File: config.mk
export PLATFORM = sky130hd
export DESIGN_NAME = mips32_prog_loader_flat
export DESIGN_NICKNAME = d
export VERILOG_FILES = /design/src/rtl/mips32_prog_loader_if.sv /design/src/rtl/mips32_prog_loader.sv /design/src/flat_wrapper.sv
export SDC_FILE = /design/constraint.sdc
export NUM_CORES = 1
export LEC_CHECK = 0
export CORE_MARGIN = 2
export CORE_UTILIZATION = 30
export DETAILED_ROUTE_END_ITERATION = 7
export PLACE_DENSITY_LB_ADDON = 0.1
export SETUP_SLACK_MARGIN = 0.3
export SKIP_LAST_GASP = 1
export SYNTH_ARGS = -nofsm -noshare
export SYNTH_HDL_FRONTEND = slang
export SYNTH_SLANG_ARGS = --single-unit
File: constraint.sdc
create_clock -name clk -period 2.4 [get_ports clk]
set_clock_uncertainty 0.1 [all_clocks]
set_input_delay 0.48 -clock clk [delete_from_list [all_inputs] [get_ports clk]]
set_output_delay 0.48 -clock clk [all_outputs]
set_load 0.01 [all_outputs]
File: src/rtl/mips32_prog_loader_if.sv
// Byte-stream input and memory write port of the program loader.
// master is the loader side, slave is the host/memory side.
interface mips32_prog_loader_if #(
   parameter int ADDR_W = 10
);
   logic              in_valid;
   logic [7:0]        in_data;
   logic              in_ready;
   logic              mem_we;
   logic [ADDR_W-1:0] mem_addr;
   logic [31:0]       mem_wdata;

   modport master (
      input  in_valid, in_data,
      output in_ready, mem_we, mem_addr, mem_wdata
   );

   modport slave (
      output in_valid, in_data,
      input  in_ready, mem_we, mem_addr, mem_wdata
   );
endinterface

File: src/rtl/mips32_prog_loader.sv
// Packs a big-endian byte stream into 32-bit words, writes them to sequential
// memory addresses and releases the core once a HLT word has been stored.
module mips32_prog_loader #(
   parameter int           ADDR_W    = 10,
   parameter int           MAX_WORDS = 1024,
   parameter int           BASE_ADDR = 0,
   parameter logic [5:0]   HLT_OP    = 6'b111111
) (
   input  logic                 clk,
   input  logic                 rst,
   input  logic                 start,
   mips32_prog_loader_if.master bus,
   output logic                 busy,
   output logic                 done,
   output logic                 err_overflow,
   output logic [ADDR_W:0]      word_count,
   output logic                 cpu_run
);
   typedef enum logic [1:0] {IDLE, LOAD, WRITE, DONE} state_t;

   localparam logic [ADDR_W:0] MAX_CNT = (ADDR_W+1)'(MAX_WORDS);

   state_t          state;
   logic [1:0]      byte_idx;
   logic [31:0]     word;
   logic [ADDR_W:0] next_count;

   assign next_count = word_count + 1'b1;

   always_ff @(posedge clk) begin
      if (rst) begin
         state         <= IDLE;
         byte_idx      <= 2'd0;
         word          <= 32'd0;
         bus.in_ready  <= 1'b0;
         bus.mem_we    <= 1'b0;
         bus.mem_addr  <= '0;
         bus.mem_wdata <= 32'd0;
         busy          <= 1'b0;
         done          <= 1'b0;
         err_overflow  <= 1'b0;
         word_count    <= '0;
         cpu_run       <= 1'b0;
      end else begin
         bus.mem_we <= 1'b0;
         case (state)
            IDLE, DONE: begin
               if (start) begin
                  state        <= LOAD;
                  byte_idx     <= 2'd0;
                  bus.in_ready <= 1'b1;
                  busy         <= 1'b1;
                  done         <= 1'b0;
                  word_count   <= '0;
                  err_overflow <= 1'b0;
                  cpu_run      <= 1'b0;
               end
            end
            LOAD: begin
               if (bus.in_valid && bus.in_ready) begin
                  word     <= {word[23:0], bus.in_data};
                  byte_idx <= byte_idx + 2'd1;
                  // Last byte of the word: present it to memory on the same edge.
                  if (byte_idx == 2'd3) begin
                     state         <= WRITE;
                     bus.in_ready  <= 1'b0;
                     bus.mem_we    <= 1'b1;
                     bus.mem_addr  <= ADDR_W'(BASE_ADDR) + word_count[ADDR_W-1:0];
                     bus.mem_wdata <= {word[23:0], bus.in_data};
                  end
               end
            end
            WRITE: begin
               word_count <= next_count;
               // HLT wins over overflow, even on the last permitted word.
               if (bus.mem_wdata[31:26] == HLT_OP) begin
                  state   <= DONE;
                  busy    <= 1'b0;
                  done    <= 1'b1;
                  cpu_run <= 1'b1;
               end else if (next_count == MAX_CNT) begin
                  state        <= DONE;
                  busy         <= 1'b0;
                  done         <= 1'b1;
                  err_overflow <= 1'b1;
               end else begin
                  state        <= LOAD;
                  byte_idx     <= 2'd0;
                  bus.in_ready <= 1'b1;
               end
            end
            default: begin
               state        <= IDLE;
               bus.in_ready <= 1'b0;
               busy         <= 1'b0;
               done         <= 1'b0;
            end
         endcase
      end
   end
endmodule

File: src/flat_wrapper.sv
// flat-port wrapper written by rule: the top's interface ports become plain ports
module mips32_prog_loader_flat 
#(
   parameter int           ADDR_W    = 10,
   parameter int           MAX_WORDS = 1024,
   parameter int           BASE_ADDR = 0,
   parameter logic [5:0]   HLT_OP    = 6'b111111
)
  (clk, rst, start, busy, done, err_overflow, word_count, cpu_run, bus_in_valid, bus_in_data, bus_in_ready, bus_mem_we, bus_mem_addr, bus_mem_wdata);
  mips32_prog_loader_if #(.ADDR_W(ADDR_W)) bus_i ();
  input  logic clk;
  input  logic rst;
  input  logic start;
  output logic busy;
  output logic done;
  output logic err_overflow;
  output logic [ADDR_W:0] word_count;
  output logic cpu_run;
  input wire logic [$bits(bus_i.in_valid)-1:0] bus_in_valid;
  input wire logic [$bits(bus_i.in_data)-1:0] bus_in_data;
  output wire logic [$bits(bus_i.in_ready)-1:0] bus_in_ready;
  output wire logic [$bits(bus_i.mem_we)-1:0] bus_mem_we;
  output wire logic [$bits(bus_i.mem_addr)-1:0] bus_mem_addr;
  output wire logic [$bits(bus_i.mem_wdata)-1:0] bus_mem_wdata;
  assign bus_i.in_valid = bus_in_valid;
  assign bus_i.in_data = bus_in_data;
  assign bus_in_ready = bus_i.in_ready;
  assign bus_mem_we = bus_i.mem_we;
  assign bus_mem_addr = bus_i.mem_addr;
  assign bus_mem_wdata = bus_i.mem_wdata;
  mips32_prog_loader #(.ADDR_W(ADDR_W), .MAX_WORDS(MAX_WORDS), .BASE_ADDR(BASE_ADDR), .HLT_OP(HLT_OP)) u_core (.clk(clk), .rst(rst), .start(start), .bus(bus_i), .busy(busy), .done(done), .err_overflow(err_overflow), .word_count(word_count), .cpu_run(cpu_run));
endmodule
## After elaboration in Yosys (flattened, before gate mapping)

Index checks and enable logic that the tools add are counted.

- Flip-flop bits (word level): 87
- Bits of input ports: 12
- Output and inout bits: 59
- Word-level logic and storage cells: 75

- Add/sub/neg operators: 2
- Equality and inequality tests: 14
- Muxes and demuxes: 31
- Bitwise operators: 2
- Reductions and logical operators: 14

Operator list:

| operator | number |
|---|---|
| 11-bit one-hot mux with 2 select lines | 1 |
| 2-bit 2-to-1 mux | 9 |
| 1-bit 2-to-1 mux | 13 |
| 2-bit one-hot mux with 3 select lines | 2 |
| 3-bit AND reduction | 4 |
| 11-bit by 1-bit adder with 11-bit output (second input constant) | 1 |
| 11-bit == test (second input constant) | 1 |
| 11-bit 2-to-1 mux | 1 |
| 2-bit by 1-bit != test with 1-bit output (second input constant) | 4 |
| 1-bit one-hot mux with 2 select lines | 4 |
| 4-bit AND reduction | 2 |
| 2-bit == test (second input constant) | 3 |
| 6-bit == test (second input constant) | 1 |
| 2-bit != test (second input constant) | 3 |
| 5-bit AND reduction | 1 |
| 2-bit AND reduction | 2 |
| 3-bit by 1-bit != test with 1-bit output (second input constant) | 1 |
| 1-bit one-hot mux with 3 select lines | 1 |
| 3-bit OR reduction | 1 |
| 2-bit by 1-bit adder with 2-bit output (second input constant) | 1 |
| 2-bit by 1-bit == test with 1-bit output (second input constant) | 1 |
| 2-bit zero test | 1 |
| 1-bit inverter | 2 |
| 2-bit nonzero test | 1 |
| other kinds (2) | 2 |

## Depth between registers and ports, before layout

- Depth after elaboration: 5
- Depth in mapped cells: 10
- Depth with buffers taken out: 7

## Worst setup path after synthesis

Ideal clock, no wire load.

- Kind: reg-to-reg
- From: register u_core.word_count[1]
- To: register u_core.busy
- Library setup time: 0.116 ns
- Arrival time: 1.835 ns
- Data required time: 2.184 ns
- Path slack: 0.349 ns
- Cell stages (with the launch flop): 7
- Path buffers: 0
- Clock period less this slack: 2.051 ns
- Path through: dfxtp_1 ha_1 nand3_4 or4_4 nand4b_2 o211ai_1 a31o_1

- Cells in the longest elaborated chain, start to end: 4

Ends and longest elaborated chain:

| what | RTL line | RTL |
|---|---|---|
| start: declaration | mips32_prog_loader.sv:16 | `output logic [ADDR_W:0] word_count,` |
| start signal: assignment | mips32_prog_loader.sv:74 | `word_count <= next_count;` |
| 11-bit by 1-bit adder with 11-bit output | mips32_prog_loader.sv:28 | `assign next_count = word_count + 1'b1;` |
| 11-bit == test | mips32_prog_loader.sv:81 | `end else if (next_count == MAX_CNT) begin` |
| 3-bit by 1-bit != test with 1-bit output (no source line) | n/a |  |
| 3-bit AND reduction (no source line) | n/a |  |
| end signal: assignment | mips32_prog_loader.sv:39 | `busy <= 1'b0;` |
| end signal: assignment | mips32_prog_loader.sv:78 | `busy <= 1'b0;` |
| end signal: assignment | mips32_prog_loader.sv:83 | `busy <= 1'b0;` |
| end: declaration | mips32_prog_loader.sv:13 | `output logic busy,` |

No other way between the ends.
A chain may end at the register's enable or synchronous reset.

## Worst setup path in the final report

- From: register u_core.word_count[6]
- To: output word_count[6]

RTL lines:

| what | RTL line | RTL |
|---|---|---|
| end: declaration | flat_wrapper.sv:17 | `output logic [ADDR_W:0] word_count;` |

No word-level cell between the ends.

==> impl_results.md <==
- Outcome: finished with violations
- Violations in the final reports: DRC
- GRT overflow: 0
- Post-synthesis async set-or-reset flop share: 0
- Via count: 3222
- Fin. max-slew vios: 0
- Layout cells sized above 1: 0.1000
- Worst path cell trace: clkdlybuf4s50_1
- Post-synth EDFFs: 0
- Actual slew at the worst max-slew pin: 651.3 ps
- Routed Antenna Nets: 0
- Clock transition at path regs: 60 ps
- Syn Inst Count: 452
- H-tree Lvls: 3
- Startpoint types: flip-flop
- Final wirelength: 9.266 mm
- Synth Cell Area: 3581 um^2
- Largest net degree at the start of global routing: 64
- Cts hold-fix bufs: 0
- Filler Cells Inserted: 1217
- Worst slew margin: 0.5658
- Core ar.: 11520 um^2
- Crit path time final: 2022 ps
- Buffers and inverters on the worst path: 1
- TritonRoute pass-1 iters: 6
- Post-Syn Nets: 469
- Mean Syn Cell Area: 7.922 um^2
- Critical path's largest stage delay: 600 ps
- Critical Path AT: 1440 ps
- TritonCTS clock tree: yes
- Fmax achieved: 0.4945 GHz
- Die width: 113.3 um
- Reg-to-reg slack, setup: 420 ps
- Die H: 113.3 um
- Power Density: 769.7 nW/um^2
- Lkg Pwr: 1.591 nW
- Syn. warnings: 0
- First-pass GRT wire length: 15.57 mm
- Fin. Hold Viols: 0
- Final GP Congestion: 0.7964
- CP Capture Type: output port
- Max Root-Sink Buffers: 2
- Reg area: 1752 um^2
- CTS Sinks: 87
- Yosys top cell area share: 0.4864
- Starting DRC count in detailed routing: 187
- Synthesis-to-finish area growth: 33.51%
- Area of the multi-input gates: 1685 um^2
- Sequential share of the synthesized area: 0.4864
- Max_cap viols: 0
- Crit path max fanout: 8
- Crit-path slowest cell: clkdlybuf4s50_1
- Most used DFF post-synth: dfxtp_1
- Post-synth top cells: nand2_1, dfxtp_1, a21oi_1
- Hold Path Class: reg -> reg
- Full die area: 12830 um^2
- Clock latency at the later pin of the worst-skew pair: 330 ps
- Root buffer cell: clkbuf_16
- Residual DRC count: 5
- Setup Viol. Count Final: 0
- Unique masters post-synth: 45
- Via density: 4.860
- Initial antenna violation count: 0
- Area leader, netlist: dfxtp_1
- Pwr Total: 3.680 mW
- Worst EP required: 1820 ps
- Yosys reg bits: 87
- Synth top area cells: dfxtp_1, nand2_1, a21oi_1
- RSZ-0062 raised after global routing: false
- Final cycle utilization of the critical path: 0.8427
- Final nets: 532
- Total CTS buffers: 9
- Setup_tns: 0 ps
- Crit Path Category: reg -> out
- Placement Rows: 39
- DR WL/cell: 13.98 um
- Vias in the first global route: 3053
- Detailed placer's ending HPWL: 6.199 mm
- Top-level port count: 71
- VDD IR max: 0.3135 mV
- Port Buffers: 70
- Total GRT Usage: 0.1498
- Antenna diodes: 0
- Initial Utilization: 0.3110
- Delay-heaviest family, CP: buffers and inverters
- Top-count cell post-synth: nand2_1
-- power by group --
group          total (mW)  switching [mW]  internal, mW  leakage, nW
Sequential           1.57          0.0575          1.51        0.706
Combinational       0.714           0.429         0.285        0.742
Clock                1.40           0.560         0.840        0.143
Total                3.68            1.05          2.63         1.59
-- cell families (layout without fill, tap and decap cells) --
kind of cell,Yosys count,after routing,synth area share
flip-flops,87,87,0.4864
adder cells (fa/ha/maj),5,5,0.01747
AND/OR/NAND/NOR,208,208,0.2568
multiplexers,6,6,0.01747
AO/OA/AOI/OAI,106,106,0.1737
buffers and inverters,40,108,0.04822
-- path summary, 6_finish.rpt --
path / endpoint / startpoint / depth (start not counted)
max reg2reg: u_core.byte_idx[0] / u_core.state[0] / 7
min: u_core.done / u_core.done / 2
min reg2reg: u_core.done / u_core.done / 2
max: word_count[6] / u_core.word_count[6] / 1
-- final cells by class --
type / count / area share
flip-flops and latches: 87 / 0.3664
multi-input cells: 325 / 0.3525
repair buffers: 86 / 0.1759
clock buffers: 12 / 0.05156
well taps: 143 / 0.03742
clock inverters: 4 / 0.01152
inverters: 6 / 0.004711
-- sequential cells by signal, summed over array words and instances, names as in the netlist --
signal,count
u_core.bus.mem_addr,10
u_core.byte_idx,2
u_core.bus.mem_we,1
u_core.word_count,11
u_core.word,24
u_core.busy,1
u_core.bus.in_ready,1
u_core.bus.mem_wdata,32
u_core.cpu_run,1
u_core.state,2
u_core.err_overflow,1
u_core.done,1
-- layer usage --
metal	vias up	track usage	part of all wire
li1	1654	-	-
met1	1510	0.2187	0.52
met2	53	0.2156	0.43
met3	5	0.04017	0.046
met4	0	0.04390	0.0088
met5	-	0	0
-- stage by stage --
step	worst slack [ps]	cells	hold WS, ps	util	instance area (um^2)
finish	377.6	663	351.7	0.4151	4781
global route	308.1	663	368.5	0.4151	4781
CTS	313.1	662	356.2	0.4125	4751
detailed placement	262.5	646	346.5	0.3858	4443
global placement	300.3	646	341.4	0.3858	4443
floorplan	349.2	452	332.1	-	3581
-- what timing repair did --
| action | 4_1_cts | 5_1_grt |
|---|---|---|
| pin swaps | 0 | 2 |
| resized for setup | 4 | 8 |
| buffers inserted | 0 | 1 |
| endpoints found under the setup margin | 3 | 11 |
-- layout by cell type (no fill, tap or decap), types with 2 or more instances in the layout --
master	n
nand2_1	147
dfxtp_1	79
a21oi_1	74
clkdlybuf4s50_1	69
nor2_1	18
buf_4	14
nand3_1	9
clkbuf_16	9
dfxtp_2	8
o21ai_0	7
a22oi_1	7
inv_1	6
nor3_1	6
o211ai_1	5
and3_1	4
mux2i_1	4
ha_1	4
nand4_1	3
nor4_1	3
and2_1	2
nand3b_1	2
nor2b_1	2
or3_1	2
mux2_2	2
a21o_1	2
clkinv_4	2
clkbuf_1	2
buf_12	2
-- worst reg2reg max path, cell delays in order (launching register included) --
cell and delay (ps):
dfxtp_2 350, inv_1 50, ha_1 340, nor2b_1 210
buf_4 170, a221o_1 270, a31oi_2 210, mux2i_1 200
Note: power is estimated with default switching activity, not from simulation.
